### src/rtl/conv_job_scheduler.sv
// Queues convolution job descriptors and launches them one at a time on the conv controller.
// Optional watchdog: define JOB_TIMEOUT_EN to abort jobs stuck in WAIT_RUN/RUN after TIMEOUT_CYCLES.
module conv_job_scheduler #(
    parameter int unsigned QUEUE_DEPTH    = 4,
    parameter int unsigned ID_WIDTH       = 8,
    parameter int unsigned COUNT_WIDTH    = 32,
    parameter int unsigned DRAIN_CYCLES   = 1,
    parameter int unsigned TIMEOUT_CYCLES = 65535
) (
    input  logic                         clk,
    input  logic                         arst_n_in,
    input  logic                         job_valid,
    output logic                         job_ready,
    input  logic [ID_WIDTH-1:0]          job_id,
    input  logic [COUNT_WIDTH-1:0]       job_expected,
    output logic                         ctrl_start,
    input  logic                         ctrl_running,
    input  logic                         ctrl_output_valid,
    output logic                         done_valid,
    input  logic                         done_ready,
    output logic [ID_WIDTH-1:0]          done_id,
    output logic [COUNT_WIDTH-1:0]       done_count,
    output logic                         done_error,
    output logic                         busy,
    output logic [$clog2(QUEUE_DEPTH):0] queue_level
);

    localparam int unsigned PTR_W = $clog2(QUEUE_DEPTH);
    localparam int unsigned LVL_W = PTR_W + 1;
    localparam int unsigned DRN_W = $clog2(DRAIN_CYCLES + 1);

    if (QUEUE_DEPTH < 2 || (QUEUE_DEPTH & (QUEUE_DEPTH - 1)) != 0 ||
        DRAIN_CYCLES < 1 || TIMEOUT_CYCLES < 1) begin : g_bad_cfg
        $error("conv_job_scheduler: illegal parameter set");
    end

    typedef struct packed {
        logic [ID_WIDTH-1:0]    id;
        logic [COUNT_WIDTH-1:0] expected;
    } job_t;

    typedef enum logic [2:0] {
        IDLE     = 3'd0,
        LAUNCH   = 3'd1,
        WAIT_RUN = 3'd2,
        RUN      = 3'd3,
        DRAIN    = 3'd4,
        REPORT   = 3'd5
    } state_e;

    job_t                   fifo_mem [QUEUE_DEPTH];
    logic [PTR_W-1:0]       wr_ptr_q, wr_ptr_d, rd_ptr_q, rd_ptr_d;
    logic [LVL_W-1:0]       level_q, level_d;
    state_e                 state_q, state_d;
    job_t                   job_q, job_d;
    logic [COUNT_WIDTH-1:0] count_q, count_d, cnt_sat, cnt_next;
    logic [DRN_W-1:0]       drain_q, drain_d;
    logic                   err_q, err_d;
    logic                   push, pop;

    assign push = job_valid && job_ready;

    // Saturating pulse counter: holds at all-ones rather than wrapping.
    assign cnt_sat  = (&count_q) ? count_q : count_q + COUNT_WIDTH'(1);
    assign cnt_next = ctrl_output_valid ? cnt_sat : count_q;

    always_ff @(posedge clk) begin
        if (push) begin
            fifo_mem[wr_ptr_q] <= {job_id, job_expected};
        end
    end

    always_comb begin
        wr_ptr_d = wr_ptr_q;
        rd_ptr_d = rd_ptr_q;
        level_d  = level_q;
        if (push) begin
            wr_ptr_d = wr_ptr_q + PTR_W'(1);
        end
        if (pop) begin
            rd_ptr_d = rd_ptr_q + PTR_W'(1);
        end
        if (push && !pop) begin
            level_d = level_q + LVL_W'(1);
        end else if (pop && !push) begin
            level_d = level_q - LVL_W'(1);
        end
    end

`ifdef JOB_TIMEOUT_EN
    localparam int unsigned TO_W = $clog2(TIMEOUT_CYCLES + 1);
    logic [TO_W-1:0] wdog_q, wdog_d;
    logic            wdog_hit;

    assign wdog_hit = (wdog_q == TO_W'(TIMEOUT_CYCLES - 1));

    always_ff @(posedge clk or negedge arst_n_in) begin
        if (!arst_n_in) begin
            wdog_q <= '0;
        end else begin
            wdog_q <= wdog_d;
        end
    end
`endif

    always_comb begin
        state_d = state_q;
        job_d   = job_q;
        count_d = count_q;
        drain_d = drain_q;
        err_d   = err_q;
        pop     = 1'b0;
`ifdef JOB_TIMEOUT_EN
        wdog_d  = wdog_q;
`endif
        unique case (state_q)
            IDLE: begin
                if (level_q != '0) begin
                    pop     = 1'b1;
                    job_d   = fifo_mem[rd_ptr_q];
                    count_d = '0;
                    state_d = LAUNCH;
                end
            end
            LAUNCH: begin
                state_d = WAIT_RUN;
`ifdef JOB_TIMEOUT_EN
                wdog_d  = '0;
`endif
            end
            WAIT_RUN: begin
                if (ctrl_running) begin
                    state_d = RUN;
                end
`ifdef JOB_TIMEOUT_EN
                wdog_d = wdog_q + TO_W'(1);
                if (wdog_hit) begin
                    state_d = REPORT;
                    err_d   = 1'b1;
                end
`endif
            end
            RUN: begin
                count_d = cnt_next;
                if (!ctrl_running) begin
                    state_d = DRAIN;
                    drain_d = '0;
                end
`ifdef JOB_TIMEOUT_EN
                wdog_d = wdog_q + TO_W'(1);
                if (wdog_hit) begin
                    state_d = REPORT;
                    err_d   = 1'b1;
                end
`endif
            end
            DRAIN: begin
                // Registered output_valid from the controller may land after running drops.
                count_d = cnt_next;
                if (drain_q == DRN_W'(DRAIN_CYCLES - 1)) begin
                    state_d = REPORT;
                    err_d   = (cnt_next != job_q.expected);
                end else begin
                    drain_d = drain_q + DRN_W'(1);
                end
            end
            REPORT: begin
                if (done_ready) begin
                    state_d = IDLE;
                end
            end
            default: begin
                state_d = IDLE;
            end
        endcase
    end

    always_ff @(posedge clk or negedge arst_n_in) begin
        if (!arst_n_in) begin
            wr_ptr_q <= '0;
            rd_ptr_q <= '0;
            level_q  <= '0;
            state_q  <= IDLE;
            job_q    <= '0;
            count_q  <= '0;
            drain_q  <= '0;
            err_q    <= 1'b0;
        end else begin
            wr_ptr_q <= wr_ptr_d;
            rd_ptr_q <= rd_ptr_d;
            level_q  <= level_d;
            state_q  <= state_d;
            job_q    <= job_d;
            count_q  <= count_d;
            drain_q  <= drain_d;
            err_q    <= err_d;
        end
    end

    assign job_ready   = (level_q != LVL_W'(QUEUE_DEPTH));
    assign ctrl_start  = (state_q == LAUNCH);
    assign done_valid  = (state_q == REPORT);
    assign done_id     = job_q.id;
    assign done_count  = count_q;
    assign done_error  = err_q;
    assign busy        = (state_q != IDLE) || (level_q != '0);
    assign queue_level = level_q;

endmodule

### config.mk
export PLATFORM = sky130hd
export DESIGN_NAME = conv_job_scheduler
export DESIGN_NICKNAME = d
export VERILOG_FILES = /design/src/rtl/conv_job_scheduler.sv
export SDC_FILE = /design/constraint.sdc
export NUM_CORES = 1
export LEC_CHECK = 0
export CAP_MARGIN = 15
export CORE_UTILIZATION = 55
export CTS_CLUSTER_SIZE = 20
export DETAILED_ROUTE_END_ITERATION = 16
export GPL_TIMING_DRIVEN = 0
export PLACE_DENSITY = 0.81
export SKIP_CTS_REPAIR_TIMING = 1
export SLEW_MARGIN = 15
export SYNTH_ARGS = -nofsm -noshare
export SYNTH_HDL_FRONTEND = slang
export SYNTH_SLANG_ARGS = --single-unit
export TNS_END_PERCENT = 10
### constraint.sdc
create_clock -name clk -period 5.2 [get_ports clk]
set_input_delay 1.04 -clock clk [delete_from_list [all_inputs] [get_ports clk]]
set_output_delay 1.04 -clock clk [all_outputs]
set_load 0.02 [all_outputs]
==> metrics.md <==
| Metric | Value |
|---|---|
| Status | finished, final reports clean |
| Slew @ Worst Pin | 0.900 ns |
| Clock root buffer master | clkbuf_16 |
| Met3 wire length | 1950 um |
| Seq/Total Area, Yosys | 63.7% |
| Synth warnings | 0 |
| Initial Util | 57.0% |
| CP required | 5.58 ns |
| Switching share of total power | 32.9% |
| Top routing layer in use | met4 |
| CTS buffer count | 25 |
| Routed wl met2 | 11,300 um |
| Post-route cell area | 12,900 um2 |
| Register Area | 6880 um2 |
| WS Path Type | input port to flip-flop |
| Vias | 6,832 |
| IO buf count | 93 |
| Final-stage net count | 909 |
| Metal1 wirelength | 9580 um |
| Post-route DRC | 0 |
| EDFF count, synth | 160 |
| Initial antenna violation count | 0 |
| Worst Setup SP | ctrl_output_valid |
| RSZ-0062 raised after global routing | false |
| Routed Antenna Nets | 0 |
| Combinational Power Share | 35.3% |
| CTS Buffer Depth | 3 |
| Die width | 142 um |
| Share of layout cells above drive strength 1 | 19.2% |
| Fin Clk Skew | 0.00865 ns |
| HP Start | done_id[5] |
| Clk Latency, worst-skew pair | 0.52 ns |
| Number of global-route vias before repair | 6,675 |
| Clock sink count | 243 |
| Min Tclk post-route | 4.05 ns |
| Via density | 6.02 |
| HP Class | flip-flop to flip-flop |
| Final setup viols | 0 |
| Post-DR wirelength/cell | 20.6 um |
| CTS tree | built |
| Fill count | 1,266 |
| Routed WL | 23,400 um |
| R2R Setup Slk | 1.74 ns |
| Placement Cell Area | 12,200 um2 |
| Grt total ovfl | 0 |
| Hold Slack | 0.511 ns |
| Pins Over Slew Limit | 0 |
| GP Congestion | 0.920 |
| DRT Pass-1 Iters | 5 |
| Pwr Density | 529 nW/um2 |
| Clock transition at path regs | 0.06 ns |
| Cell Rows | 50 |
| Die height | 142 um |
| Iteration-0 DRC Markers | 617 |
| Synth-to-Final Area Change | 19.6% |
| Nature of the critical path startpoint | input port |
| Syn nets | 783 |
| CP endpoint kind | flip-flop |
| Sequential Power Share | 41.0% |
| Reg-to-reg startpoint | done_count[0] |
| Final Cycle Share | 77.9% |
| Int Pwr | 4.60 mW |
| Largest net degree at the start of global routing | 48 |
| Worst Path Arrival | 4.43 ns |
| Achievable frequency | 247 MHz |
| MaxCap Viol Count | 0 |
| Die footprint | 20,200 um2 |
| Final Core Density | 68.2% |
| Relative slew slack | 39.6% |
| Maximum VDD drop | 363 uV |
| Final hold vios | 0 |
| Synth Flop Type | edfxtp_1 |
| H-Tree Depth | 1 |
| Number of distinct library cells after synthesis | 71 |
| Final HPWL DP | 16,000 um |
| Leak Pwr | 4.59 nW |
| GRT Resource Usage Total | 24.0% |
| Crit Path Max Fanout | 8 |
| I/O Pins | 94 |
| Sw power | 2.25 mW |
| Syn Area/Cell | 14.8 um2 |
| Clock power share | 23.7% |
| Core area | 19,000 um2 |
| Post-Syn Area | 10,800 um2 |
| #FFs+latches synth | 243 |
| First-pass GRT wire length | 36,600 um |
| Post-synthesis async set-or-reset flop share | 34.2% |
| ANT cells | 0 |
| Multi-input combinational cell area | 3690 um2 |
| Mapped Cells | 730 |
[metal layers]
metal,track usage [%],vias to the layer above
li1,-,3063
met5,0,-
met3,4.88,43
met4,6.62,0
met1,33.5,3441
met2,38.5,285
[power by group through the flow]
stage               Sequential (mW)  Combinational, mW  Clock, mW
finish                         2.81               2.42       1.62
global placement               2.83               2.30          0
floorplan                      2.79               1.66          0
global route                   2.85               2.61       1.73
detailed placement             2.84               2.40          0
CTS                            2.81               2.42       1.65
[logic make-up (layout without fill, tap and decap cells)]
family	Yosys count	count (layout)	share of synthesized area (%)
AO/OA/AOI/OAI	108	108	6.77
XOR/XNOR	51	51	4.13
adder cells (fa/ha/maj)	7	7	0.880
buffers and inverters	53	197	2.33
flip-flops	243	243	63.7
multiplexers	83	83	12.8
AND/OR/NAND/NOR	185	185	9.43
[path summary, 6_finish.rpt]
path                              endpoint  cells after the start
worst min-delay path            done_id[5]                      1
worst max-delay path            done_error                      9
max in group asynchronous        job_q[12]                      2
min in group asynchronous       done_id[7]                      1
worst min register to register  done_id[5]                      1
worst max register to register  done_error                      9
[flip-flops by register name, summed over array words and instances (netlist names)]
register	flops
fifo_mem	160
done_count	32
job_q	32
done_id	8
queue_level	3
state_q	3
rd_ptr_q	2
wr_ptr_q	2
done_error	1
[critical path, cell delays in order]
cell             delay, ns
clkdlybuf4s50_1       0.72
nand4_1               0.34
or4_1                 0.56
nor4_2                0.42
xnor2_1               0.19
o221ai_1              0.17
or4_1                 0.59
nor4_2                0.29
a21oi_1               0.12
[synthesized netlist by cell type, types with 4 or more instances]
master	n	area, um2
edfxtp_1	160	4800
mux4_2	40	901
a31oi_1	6	37.5
dfrtp_1	83	2080
and4_1	4	35.0
nand2_1	63	236
nor4_2	4	50.1
buf_1	4	15.0
mux2_2	42	473
clkbuf_1	24	90.1
inv_1	8	30.0
buf_2	5	25.0
nand3_1	13	65.1
nor2_1	30	113
and2_1	7	43.8
nor3_1	5	25.0
o31ai_1	7	52.6
and3_1	12	75.1
nand4_1	13	81.3
a21oi_1	10	50.1
o21ai_0	45	225
xnor2_1	26	228
or4_1	5	37.5
buf_4	10	75.1
xor2_1	25	219
a22o_1	4	35.0
ha_1	6	75.1
[per-stage QoR]
step           std cells  TNS, ns  setup slack (ns)  power, mW
2_1_floorplan        730        0              2.01       4.45
3_3_place_gp        1083   -12.25            -0.154       5.13
3_5_place_dp        1089        0             0.693       5.25
4_1_cts             1134        0              1.23       6.88
5_1_grt             1134        0              1.00       7.19
6_report            1134        0              1.15       6.84
[layout by cell type (no fill, tap or decap), types with 25 or more instances in the layout]
master | Yosys | routed
xnor2_1 | 26 | 26
clkbuf_16 | 0 | 25
mux2_2 | 42 | 42
clkdlybuf4s50_1 | 0 | 92
xor2_1 | 25 | 25
nor2_1 | 30 | 30
nand2_1 | 63 | 63
edfxtp_1 | 160 | 160
o21ai_0 | 45 | 45
mux4_2 | 40 | 40
dfrtp_1 | 83 | 83
clkbuf_1 | 24 | 29
[final cells by class]
| cell class | count | share of cell area [%] |
|---|---|---|
| sequential | 243 | 53.2 |
| clock inverter | 14 | 0.697 |
| tap | 260 | 2.52 |
| clock buffer | 31 | 5.09 |
| timing repair buffer | 99 | 8.01 |
| inverter | 8 | 0.232 |
| buffer | 45 | 1.71 |
| multi-input combinational | 434 | 28.5 |
(Power assumes the default switching activity.)
